### src/rtl/button_event_scheduler.sv
// Serialises per-button press pulses into one round-robin event stream with saturating
// pending counters, a valid/ready handshake and a fixed hold-off gap after each accepted event.
module button_event_scheduler #(
  parameter int N   = 4,
  parameter bit sim = 1'b0,
  localparam int IW = $clog2(N)
) (
  input  logic          clk,
  input  logic          reset,
  input  logic [N-1:0]  PulseIn,
  input  logic          EventReady,
  input  logic          ClearOvf,
  output logic          EventValid,
  output logic [IW-1:0] EventId,
  output logic          PendingAny,
  output logic          Overflow
);

  localparam logic [18:0] HOLD_M1 = sim ? 19'd2 : 19'd499999;

  typedef enum logic [1:0] {S_IDLE, S_OFFER, S_HOLD} state_t;

  state_t              r_state, w_state_nxt;
  logic [N-1:0][1:0]   r_cnt, w_cnt_nxt;
  logic [IW-1:0]       r_ptr, w_ptr_nxt;
  logic [IW-1:0]       r_id, w_id_nxt;
  logic [18:0]         r_timer, w_timer_nxt;
  logic                r_ovf, w_ovf_nxt;
  logic                w_ovf_set;
  logic                w_accept;
  logic                w_found;
  logic [IW-1:0]       w_pick;

  assign EventValid = (r_state == S_OFFER);
  assign EventId    = r_id;
  assign Overflow   = r_ovf;
  assign w_accept   = EventValid & EventReady;

  // Scan downwards so the index closest to r_ptr (lowest offset) wins.
  always_comb begin
    w_found = 1'b0;
    w_pick  = r_ptr;
    for (int k = N - 1; k >= 0; k--) begin
      if (r_cnt[r_ptr + IW'(k)] != 2'd0) begin
        w_found = 1'b1;
        w_pick  = r_ptr + IW'(k);
      end
    end
  end

  always_comb begin
    w_ovf_set  = 1'b0;
    PendingAny = 1'b0;
    w_cnt_nxt  = r_cnt;
    for (int i = 0; i < N; i++) begin
      PendingAny = PendingAny | (r_cnt[i] != 2'd0);
      if (PulseIn[i] && !(w_accept && (r_id == IW'(i)))) begin
        if (r_cnt[i] == 2'd3) begin
          w_ovf_set = 1'b1;
        end else begin
          w_cnt_nxt[i] = r_cnt[i] + 2'd1;
        end
      end else if (!PulseIn[i] && w_accept && (r_id == IW'(i))) begin
        w_cnt_nxt[i] = r_cnt[i] - 2'd1;
      end
    end
    // A drop on the same edge as a clear request keeps the flag set.
    w_ovf_nxt = w_ovf_set ? 1'b1 : (ClearOvf ? 1'b0 : r_ovf);
  end

  always_comb begin
    w_state_nxt = r_state;
    w_ptr_nxt   = r_ptr;
    w_id_nxt    = r_id;
    w_timer_nxt = r_timer;
    case (r_state)
      S_IDLE: begin
        if (w_found) begin
          w_id_nxt    = w_pick;
          w_state_nxt = S_OFFER;
        end
      end
      S_OFFER: begin
        if (w_accept) begin
          w_ptr_nxt   = r_id + IW'(1);
          w_timer_nxt = HOLD_M1;
          w_state_nxt = S_HOLD;
        end
      end
      S_HOLD: begin
        if (r_timer == 19'd0) begin
          w_state_nxt = S_IDLE;
        end else begin
          w_timer_nxt = r_timer - 19'd1;
        end
      end
      default: w_state_nxt = S_IDLE;
    endcase
  end

  always_ff @(posedge clk or posedge reset) begin
    if (reset) begin
      r_state <= S_IDLE;
      r_cnt   <= '0;
      r_ptr   <= '0;
      r_id    <= '0;
      r_timer <= '0;
      r_ovf   <= 1'b0;
    end else begin
      r_state <= w_state_nxt;
      r_cnt   <= w_cnt_nxt;
      r_ptr   <= w_ptr_nxt;
      r_id    <= w_id_nxt;
      r_timer <= w_timer_nxt;
      r_ovf   <= w_ovf_nxt;
    end
  end

endmodule
### config.mk
export PLATFORM = sky130hd
export DESIGN_NAME = button_event_scheduler
export DESIGN_NICKNAME = d
export VERILOG_FILES = /design/src/rtl/button_event_scheduler.sv
export SDC_FILE = /design/constraint.sdc
export NUM_CORES = 1
export LEC_CHECK = 0
export CAP_MARGIN = 30
export CORE_ASPECT_RATIO = 2
export CORE_UTILIZATION = 52
export CTS_CLUSTER_SIZE = 40
export DETAILED_ROUTE_END_ITERATION = 7
export GPL_TIMING_DRIVEN = 0
export PLACE_DENSITY = 0.79
export SETUP_SLACK_MARGIN = 0.5
export SLEW_MARGIN = 25
export SYNTH_ARGS = -nofsm -noshare
export SYNTH_HDL_FRONTEND = slang
export SYNTH_SLANG_ARGS = --single-unit
### constraint.sdc
create_clock -name clk -period 2 [get_ports clk]
set_clock_uncertainty 0.1 [all_clocks]
set_input_delay 0.3 -clock clk [delete_from_list [all_inputs] [get_ports clk]]
set_output_delay 0.3 -clock clk [all_outputs]
set_load 0.1 [all_outputs]
# Yosys cells after proc, flatten, opt, wreduce, memory -nomap -nowiden
# Cells that the tools add are included.
# word_totals
out_inout_bits,5
in_bits,8
elab_cells,141
register_bits,34
# classes
order_cmp,4
reduce_logical,49
addsub,13
bitwise,4
mux,45
eq_ne,17
# ops
cell,n
2-bit 2-to-1 mux,23
19-bit 2-to-1 mux,2
19-bit case mux with 2 select lines,1
2-bit nonzero test,14
19-bit logical NOT,1
19-bit by 1-bit subtractor with 19-bit output (second input constant),1
2-bit binary-select mux with 2-bit select,4
1-bit logical AND,16
2-bit == test (second input constant),7
1-bit 2-to-1 mux,14
2-bit != test (second input constant),7
2-bit by 1-bit adder with 2-bit output (second input constant),6
2-bit by 3-bit < comparator with 1-bit output (second input constant),4
2-bit AND reduction,6
1-bit logical NOT,8
2-bit by 1-bit subtractor with 2-bit output (second input constant),4
2-bit case mux with 3 select lines,1
3-bit AND reduction,2
2-bit adder (second input constant),2
2-bit by 1-bit == test with 1-bit output (second input constant),2
2-bit logical NOT,2
1-bit bitwise OR,3
2-bit by 1-bit != test with 1-bit output (second input constant),1
1-bit AND,1

# Longest topological paths before layout
# depth
depth_word,13
mapped_depth,7
mapped_depth_nobuf,7

# Least setup slack after synthesis
# Ideal clock, no wire load.
# synth_path
kind,flip-flop to flip-flop
start,register r_cnt[0] in the netlist's numbering
end,"register r_id[1], in the netlist EventId[1]"
stages_incl_launch_ff,6
required_time_ns,1.804
arrival_ns,2.264
period_less_slack_ns,2.460
setup_time_ns,0.096
setup_slack_ns,-0.460
n_path_buf,0
cell_sequence,dfrtp_1 -> nor2_1 -> nand4_1 -> nand2_1 -> nand2_1 -> o31ai_1
# synth_between
elab_chain_cells,8
word_cells_on_any_way,21
classes_between,mux: 16; reduce/logical: 5
# synth_rtl
element,line,source
from (decl),24,"logic [N-1:0][1:0] r_cnt, w_cnt_nxt;"
from (signal assigned),111,r_cnt <= w_cnt_nxt;
2-bit binary-select mux with 2-bit select,44,if (r_cnt[r_ptr + IW'(k)] != 2'd0) begin
2-bit 2-to-1 mux (not written as such),44,
2-bit nonzero test,44,
1-bit 2-to-1 mux (4 in series),44,
2-bit AND reduction (no source line),n/a,
to (signal assigned),113,r_id <= w_id_nxt;
to (decl),26,"logic [IW-1:0] r_id, w_id_nxt;"
# Parallel ways exist; a longest one is shown, timed or not. The select of a mux whose other input is x is not followed.
# A chain may end at the register's enable or synchronous reset.

# Final worst setup path
# layout_path
start,register r_timer[1]
end,register r_timer[11]
# layout_between
elab_chain_cells,3
word_cells_on_any_way,6
classes_between,add/sub: 1; eq/ne: 1; mux: 2; reduce/logical: 2
# layout_rtl
element,line,source
from (decl),27,"logic [18:0] r_timer, w_timer_nxt;"
from (signal assigned),114,r_timer <= w_timer_nxt;
19-bit by 1-bit subtractor with 19-bit output / 19-bit logical NOT (equally long branches),"94, 91",
19-bit 2-to-1 mux / 2-bit != test (equally long branches),n/a,
19-bit case mux with 2 select lines / 3-bit AND reduction (equally long branches),n/a,
# Parallel ways exist; a longest one is shown, timed or not. The select of a mux whose other input is x is not followed.

==> out/qor.txt <==
Detailed Routing Iterations Pass 1: 5
Crit path DAT: 2300 ps
Worst Path Max Fanout: 7
Final worst slack: -236 ps
Period utilisation layout: 112%
Area occupied by multi-input gates: 0.00165 mm2
Largest delay share family, worst path: simple AND/OR/NAND/NOR gates
Antenna viol nets, final: 0
Post-synth EDFFs: 0
Nets: 302
Starting Density: 54.1%
Layout area overhead: 75.7%
Total Power: 3.55 mW
Main synth FF type: dfrtp_1
Startpoint types: register
PortBufs: 12
Root Buffer: clkbuf_8
Crit-path slowest cell: dfrtp_1
WL/cell: 27.6 um
Design area: 0.00339 mm2
N_diodes: 0
Met3 WL: 591 um
Hold Slack: 348 ps
Critical path class: register to register
Placed inst area: 0.00240 mm2
DRC viols: 0
First-pass GRT wire length: 10.1 mm
Vias in the first global route: 2143
Global Route Usage Sum: 36.2%
Slew Viols, Final: 0
Failing checks: setup timing
Die W: 45.1 um
Via count: 2290
Final Non-Filler Cells: 338
Slew HR: 51.1%
Pwr Density: 1040 mW/mm2
Filler Cell Count: 88
H-tree Lvls: 2
Final setup viols: 17
Placed cells: 277
Post-Syn Instances: 216
Routed length on met2: 4.91 mm
Post-DP HPWL: 3.63 mm
Hold buffers post-CTS: 0
Final Hold Viols: 0
Worst EP required: 2070 ps
Outcome: finished, violations left
Pin count of the biggest net entering global routing: 35
Cell variety after synth: 38
CP Buf/Inv Count: 3
Max-Cap Viols: 0
Routability-driven placement congestion ratio: 0.852
Mean post-synth cell area: 8.94 um2
Post-synthesis sequential area ratio: 44.0%
I/O pin count: 13
Critical Path Max Stage Delay: 430 ps
Share of post-route cells with drive strength above 1: 61.2%
Sequential cell area: 872 um2
Drt initial violations: 163
Met1 WL: 2.91 mm
Number of synthesized register bits: 34
Die Area: 0.00398 mm2
Worst setup EP type: register
Worst hold path type: input pin to async pin
Total CTS buffers: 5
Rows: 31
Clock Latency Late Sink: 300 ps
CTS clk-pin slew, worst paths: 70 ps
Commonest non-fill, non-tap cells in the layout: 33 x buf_4, 21 x dfrtp_1, 21 x nand2_1, 21 x buf_6, 12 x nor2_1
Final wirelength: 9.34 mm
Period minus WS final: 2240 ps
CTS tree: done
Grt total ovfl: 0
Commonest non-fill, non-tap cell in the layout: buf_4
LEAKAGE: 1.26 nW
Synth warnings: 0
Die Ht: 88.2 um
Worst IR Drop VDD: 0.943 mV
Cell Area, Synth: 0.00193 mm2
Crit path cell chain: inv_2, ha_4, or2b_4, nor4_4, buf_4, buf_8, nor4_2, xnor2_1, nor2_1
RSZ-0062 raised after global routing: true
CTS sink count: 34
Net Count, Synth: 230
Highest metal used: met4
Initial antenna violation count: 0
DR vias/cell: 6.78
Max Buffers Root-to-Sink: 2
Core area: 0.00357 mm2
Fmax: 0.447 GHz
FFs w/ async S/R, synth: 100%
Worst-margin pin slew: 733 ps
==> cell usage after synthesis (all sizes together) (2+ instances only) <==
cell type	number	area (um2)
nor2b	6	37.5
buf	2	8.75
o21ai	22	110
inv	7	26.3
mux2i	3	30.0
xnor2	11	96.3
nand4	3	18.8
nor4b	2	17.5
a21oi	7	35.0
dfrtp	34	851
o31ai	2	15.0
a2111oi	2	17.5
a21boi	5	37.5
nor2	23	86.3
or3	8	55.1
o31a	4	35.0
nor3	6	30.0
nand3	9	45.0
ha	6	75.1
nor4	9	71.3
nand2	30	113
or2b	2	17.5
==> layer usage <==
layer | global-route usage (%) | up-vias
li1 | - | 920
met1 | 33.6 | 1089
met2 | 66.4 | 197
met3 | 6.19 | 84
met4 | 25.9 | 0
met5 | 0 | -
==> flip-flops by register name, indices dropped and copies added (netlist names) <==
register	count
Overflow	1
r_ptr	2
r_timer	19
r_state	2
EventId	2
r_cnt	8
==> layout make-up <==
type / count / share of cell area, %
Buffer: 3 / 0.995
Timing Repair Buffer: 65 / 18.7
Inverter: 7 / 1.03
Multi-Input combinational cell: 172 / 48.5
Clock buffer: 8 / 3.24
Sequential cell: 34 / 25.7
Tap cell: 49 / 1.81
==> logic make-up after synthesis <==
family | Yosys count | synth area share (%)
fa+ha+maj | 6 | 3.89
buf+inv | 10 | 2.01
compound gates | 49 | 15.9
flops | 34 | 44.0
simple gates | 103 | 27.7
xor+xnor | 11 | 4.99
mux | 3 | 1.55
==> what timing repair did <==
item	in CTS	in global routing
setup buffers	31	21
gates resized for setup	79	86
pin swaps	23	41
setup endpoints to repair	37	34
gates cloned	0	1
==> power by group <==
part / internal (mW) / switching, mW
clock network: 0.348 / 0.270
logic: 0.795 / 1.07
registers: 0.809 / 0.252
total: 1.95 / 1.59
==> through the flow <==
| stage | setup TNS, ps | util, % | setup WS, ps |
|---|---|---|---|
| 2_1_floorplan | -1730 | - | -305 |
| 3_3_place_gp | -5300 | 67.4 | -388 |
| 3_5_place_dp | -6740 | 67.4 | -419 |
| 4_1_cts | 0 | 81.2 | 43.8 |
| 5_1_grt | -2790 | 95.1 | -459 |
| 6_report | -1990 | 95.1 | -236 |
==> worst paths after layout <==
kind	start	end	slack [ps]	depth (start not counted)
max reg2reg	r_timer[1]$_DFFE_PP0P_	r_timer[11]$_DFFE_PP0P_	-240	9
min in group clk	r_timer[18]$_DFFE_PP0P_	r_timer[18]$_DFFE_PP0P_	480	2
min reg2reg	r_timer[18]$_DFFE_PP0P_	r_timer[18]$_DFFE_PP0P_	480	2
max	r_timer[1]$_DFFE_PP0P_	r_timer[11]$_DFFE_PP0P_	-240	9
max in group asynchronous	reset	EventId[1]$_DFFE_PP0P_	920	2
min	reset	EventId[0]$_DFFE_PP0P_	350	2
No activity file was read; power rests on OpenSTA's default activity.
==> RTL edit 1 (same settings) <==
`N`: 4 -> 8.
--- a/src/rtl/button_event_scheduler.sv
+++ b/src/rtl/button_event_scheduler.sv
@@ -2,5 +2,5 @@
 // pending counters, a valid/ready handshake and a fixed hold-off gap after each accepted event.
 module button_event_scheduler #(
-  parameter int N   = 4,
+  parameter int N   = 8,
   parameter bit sim = 1'b0,
   localparam int IW = $clog2(N)
Ports: changed (resized EventId and PulseIn); port bits go from 13 to 18. The function was not compared with the original's and may differ.
==> RTL edit 1 against the original RTL <==
  * The flow still finishes with violations (setup timing)
  * Clock power increased by 53%
  * Design area increased by 45%
  * Non-clock buffer count is 11 higher
  * Wire length up 24%
  * Total power down 45%
  * Via count up 45%
  * Worst setup slack got worse by 880 ps
  * Sequential cell count rose by 10
  * Critical path depth unchanged
  * Die area grew 67%
  * Area after synthesis rose by 70%
  * Register-to-register slack worse by 770 ps
  * Fmax down 28%
  * Largest cell class unchanged
==> RTL edit 1: results (changes against the original RTL) <==
drt:
  drt_wl_total_um: 11600  # was 9340 µm
  num_vias: 3330  # was 2,290
pwr:
  total_leakage_power_uw: 0.00189  # was 0.00126 µW
  ir_drop_mv: 1.02  # was 0.943 mV
synth:
  synth_commonest_cells: "44 x dfrtp_1, 41 x nand2_1, 37 x nor2_1"  # was 34 x dfrtp_1, 30 x nand2_1, 23 x nor2_1
  synth-xor-area-share: 0.0427  # was 0.0499
  synthMuxAreaShare: 0.151  # was 0.0155
  synthAdderAreaFrac: 0.0343  # was 0.0389
  yosysSeqAreaShare: 0.336  # was 0.440
  syn_inst: 357  # was 216
  synth_cell_types: 61  # was 38
  synth_nets: 378  # was 230
  synth_compound_area_frac: 0.185  # was 0.159
placed_design:
  portBuffers: 17  # was 12
  placed_cells: 459  # was 277
outcome:
  violations: "setup timing"  # unchanged
  status: "finished, violations left"  # unchanged
global_route:
  grt_pass1_wl_um: 16100  # was 10,100 µm
  grt_pass1_vias: 3235  # was 2,143
  grt_util_all_layers: 0.326  # was 0.362
setup_path:
  r2r_setup_slack_ps: -1010  # was -240 ps
  cpPeakStageDelay_ps: 550  # was 430 ps
  cp_slowest_cell: "mux4_2"  # was dfrtp_1
  critPathTopFamily: "multiplexers"  # was simple AND/OR/NAND/NOR gates
  r2r-start: "r_ptr[1]"  # was r_timer[1]
sta:
  layout_setup_ws_ps: -1110  # was -236 ps
  setup_violations: 25  # was 17
  fin_setup_tns_ps: -14350  # was -1990 ps
cells_and_area:
  nets: 454  # was 302
  drive_gt1_frac: 0.488  # was 0.612
clock_network:
  root_buffer: "clkbuf_16"  # was clkbuf_8
## RTL edit 1: cell count changes in the layout (fill, tap and decap cells not counted), sizes merged, moves of 8 or more
cell,change
dfrtp,+10
a21oi,+9
mux4,+15
or2,+12
nand2,+11
nor2,+14
and2,+8
inv,+8
## RTL edit 1: worst min path at each step
stage,to,slack [ps]
5_1_grt,Overflow,210
4_1_cts,r_timer[7],190
6_report,Overflow,170
3_5_place_dp,r_timer[0],420
3_3_place_gp,r_timer[4],400
2_1_floorplan,r_state[0],350
## RTL edit 1: where the power goes
group	total (µW)	switching, µW	internal, µW
Clock	947	360	587
Sequential	894	2.64	892
Combinational	98.4	52.5	45.9
Total	1940	415	1520
## RTL edit 1: repair_timing
action | CTS | global route
resized for setup | 111 | 55
pin swaps | 30 | 31
gates cloned | 0 | 1
setup endpoints to repair | 49 | 46
buffers inserted | 29 | 21
## RTL edit 1: cells by family (layout without fill, tap and decap cells)
family                   count (synthesis)  count (layout)
AND/OR/NAND/NOR                        142             142
AO/OA/AOI/OAI                           92              92
flip-flops                              44              44
multiplexers                            29              29
buffers and inverters                   25             102
XOR/XNOR                                16              16
adder cells (fa/ha/maj)                  9               9
## RTL edit 1: worst reg2reg max path, cell delays in order (launching register included)
cell,delay (ps)
dfrtp_1,380
buf_6,140
inv_8,40
ha_4,290
mux4_2,550
buf_4,170
a2111oi_0,490
o32ai_1,150
a31oi_1,210
o22ai_1,120
mux2_4,270
## RTL edit 1: per-layer routing
layer	up-vias	part of all wire	track usage	routed length (µm)
met5	-	0	0	0
met4	0	0.071	0.198	825
met3	59	0.035	0.0407	404
met2	144	0.57	0.606	6620
met1	1654	0.32	0.329	3740
li1	1473	-	-	-
## RTL edit 1: layout make-up
| class | instances | area (µm²) |
|---|---|---|
| multi-input combinational | 288 | 2650 |
| clock inverter | 3 | 42.5 |
| timing repair buffer | 69 | 687 |
| tap | 84 | 105 |
| clock buffer | 5 | 125 |
| inverter | 15 | 75.1 |
| fill | 327 | 1140 |
| sequential | 44 | 1110 |
| buffer | 10 | 116 |
## RTL edit 1: per-stage QoR
stage               hold slack [ps]  total power [µW]   util  instance area, µm²
floorplan                       355               946      -                3510
global placement                404               983  0.625                3780
detailed placement              415               990  0.628                3800
CTS                             185              1940  0.742                4490
global route                    206              1980  0.811                4910
finish                          172              1940  0.811                4910
==> RTL edit 2 (same settings) <==
Without the edit above. Register the output `Overflow` once more, with the module's reset; this adds one clock of latency there. The other outputs are not delayed to match.
--- a/src/rtl/button_event_scheduler.sv
+++ b/src/rtl/button_event_scheduler.sv
@@ -34,5 +34,11 @@
   assign EventValid = (r_state == S_OFFER);
   assign EventId    = r_id;
-  assign Overflow   = r_ovf;
+  always_ff @(posedge clk or posedge reset) begin
+    if (reset) begin
+      Overflow <= '0;
+    end else begin
+      Overflow <= r_ovf;
+    end
+  end
   assign w_accept   = EventValid & EventReady;
 
Formal check against the unedited RTL: not equivalent (a bounded check fails within 10 cycles, from zero or initial values and one cycle with reset high).
==> RTL edit 2 against the original RTL <==
  * The run still ends with setup timing left
  * Total power fell by 21%
  * Critical path type unchanged
  * Worst setup slack got worse by 340 ps
  * Sequential cell count rose by 1
  * Critical path depth fell by 2
  * Wire length fell by 31%
  * Design area fell by 11%
  * Largest cell class unchanged
  * Via count fell by 12%
  * Area after synthesis rose by 2.1%
  * Largest power group unchanged
==> RTL edit 2: results (changes against the original RTL) <==
outcome:
  status: "finished, violations left"  # unchanged
  violations: "setup timing"  # unchanged
pwr:
  ir_drop_mv: 0.806  # was 0.943 mV
  total_leakage_power_uw: 0.00120  # was 0.00126 µW
global_route:
  antenna_found_initial: 0  # unchanged
  grt_util_all_layers: 0.319  # was 0.362
  grt_pass1_wl_um: 9150  # was 10,100 µm
  grt_pass1_vias: 1939  # was 2,143
  grt_start_max_net_pins: 36  # was 35
placed_design:
  place.gp.congestion: 0.863  # was 0.852
  placed_cells: 281  # was 277
  dp_hpwl_um: 3340  # was 3630 µm
  place_ws_ps: -874  # was -419 ps
  portBuffers: 12  # unchanged
  placedInstanceArea_mm2: 0.00227  # was 0.00240 mm²
synth:
  synth_compound_area_frac: 0.179  # was 0.159
  yosys_most_used_dff: "dfrtp_1"  # unchanged
  syn_inst: 220  # was 216
  synthAdderAreaFrac: 0.0381  # was 0.0389
  synth_nets: 234  # was 230
  synth_commonest_cells: "35 x dfrtp_1, 24 x nand2_1, 22 x nor2_1"  # was 34 x dfrtp_1, 30 x nand2_1, 23 x nor2_1
  synthMuxAreaShare: 0.0102  # was 0.0155
  yosysSeqAreaShare: 0.444  # was 0.440
  synthTopCellsByArea: "dfrtp_1 44%, o21ai_0 5.3%, nand2_1 4.6%"  # was dfrtp_1 44%, nand2_1 5.8%, o21ai_0 5.7%
  async_flop_share: 1.00  # unchanged
  synth-xor-area-share: 0  # was 0.0499
  synth_cell_types: 45  # was 38
  ys_warn_count: 0  # unchanged
cells_and_area:
  nets: 290  # was 302
  drive_gt1_frac: 0.487  # was 0.612
  final_util: 0.836  # was 0.951
  antennaDiodeCount: 0  # unchanged
  nFillCells: 202  # was 88
  reg.largest.list: "r_timer: 19 flops, r_cnt: 8 flops"  # unchanged
clock_network:
  root_buffer: "clkbuf_8"  # unchanged
  clk_pin_slew_ps: 70  # about the same
  clockBufferDepth: 2  # unchanged
  cts_buffers: 5  # unchanged
  htreeDepth: 2  # unchanged
  clk_latency_ps: 300  # about the same
sta:
  setup_violations: 20  # was 17
  fin_setup_tns_ps: -8820  # was -1990 ps
  slew_headroom: 0.494  # was 0.511
  layout_setup_ws_ps: -575  # was -236 ps
setup_path:
  cpPeakStageDelay_ps: 550  # was 430 ps
  cp.arrival_ps: 2660  # was 2300 ps
  critPathMaxFanout: 5  # was 7
  cp_slowest_cell: "or4_4"  # was dfrtp_1
drt:
  viasPerCell: 6.21  # was 6.78
  drtPass1Iterations: 4  # was 5
  drt_wl_total_um: 6430  # was 9340 µm
  wl_per_cell_um: 19.7  # was 27.6 µm
  drt-initial-drc-count: 84  # was 163
hold_path:
  hp-class: "in2reg"  # was in2async
## RTL edit 2: critical path: cells and delay by family, from the launching register on
kind                   cells  cell delay, ps
and+or+nand+nor            4            1480
DFF                        1             390
buffers and inverters      2             300
AOI/OAI and AO/OA          1             200
## RTL edit 2: layout make-up
class	count	share of cell area
Inverter	10	0.0154
Sequential cell	35	0.296
Timing Repair Buffer	49	0.155
Tap cell	49	0.0203
Clock buffer	8	0.0332
Multi-Input combinational cell	170	0.457
Buffer	5	0.0228
## RTL edit 2: worst paths after layout
kind	startpoint	to	slack, ps	cells after the start
worst max-delay path	r_timer[13]	r_timer[13]	-580	7
worst min-delay path	EventReady	r_state[0]	310	2
max in group asynchronous	reset	EventId[0]	880	2
worst max register to register	r_timer[13]	r_timer[13]	-580	7
min in group asynchronous	reset	r_ovf	360	2
worst min register to register	r_ovf	Overflow	310	0
## RTL edit 2: kinds of logic after synthesis
| family | count (synthesis) |
|---|---|
| and+or+nand+nor | 104 |
| AOI/OAI and AO/OA | 58 |
| DFF | 35 |
| buffers and inverters | 15 |
| adders and majority gates | 6 |
| muxes | 2 |
## RTL edit 2: what timing repair did
| action | in CTS | in global routing |
|---|---|---|
| resized for setup | 91 | 46 |
| endpoints found under the hold margin | 0 | 0 |
| setup buffers | 22 | 14 |
| endpoints found under the setup margin | 36 | 35 |
| pin swaps | 25 | 26 |
| cloned | 1 | 0 |
## RTL edit 2: power by group
part           internal [µW]  total [µW]  switching [µW]
clock network            314         572             257
logic                    503        1260             752
registers                822         990             168
## RTL edit 2: per-layer routing
metal  routed length [µm]  track usage  part of all wire
met4                  267        0.231             0.042
met5                    0            0                 0
met3                  240       0.0606             0.037
met2                 3700        0.566              0.58
met1                 2220        0.309              0.34
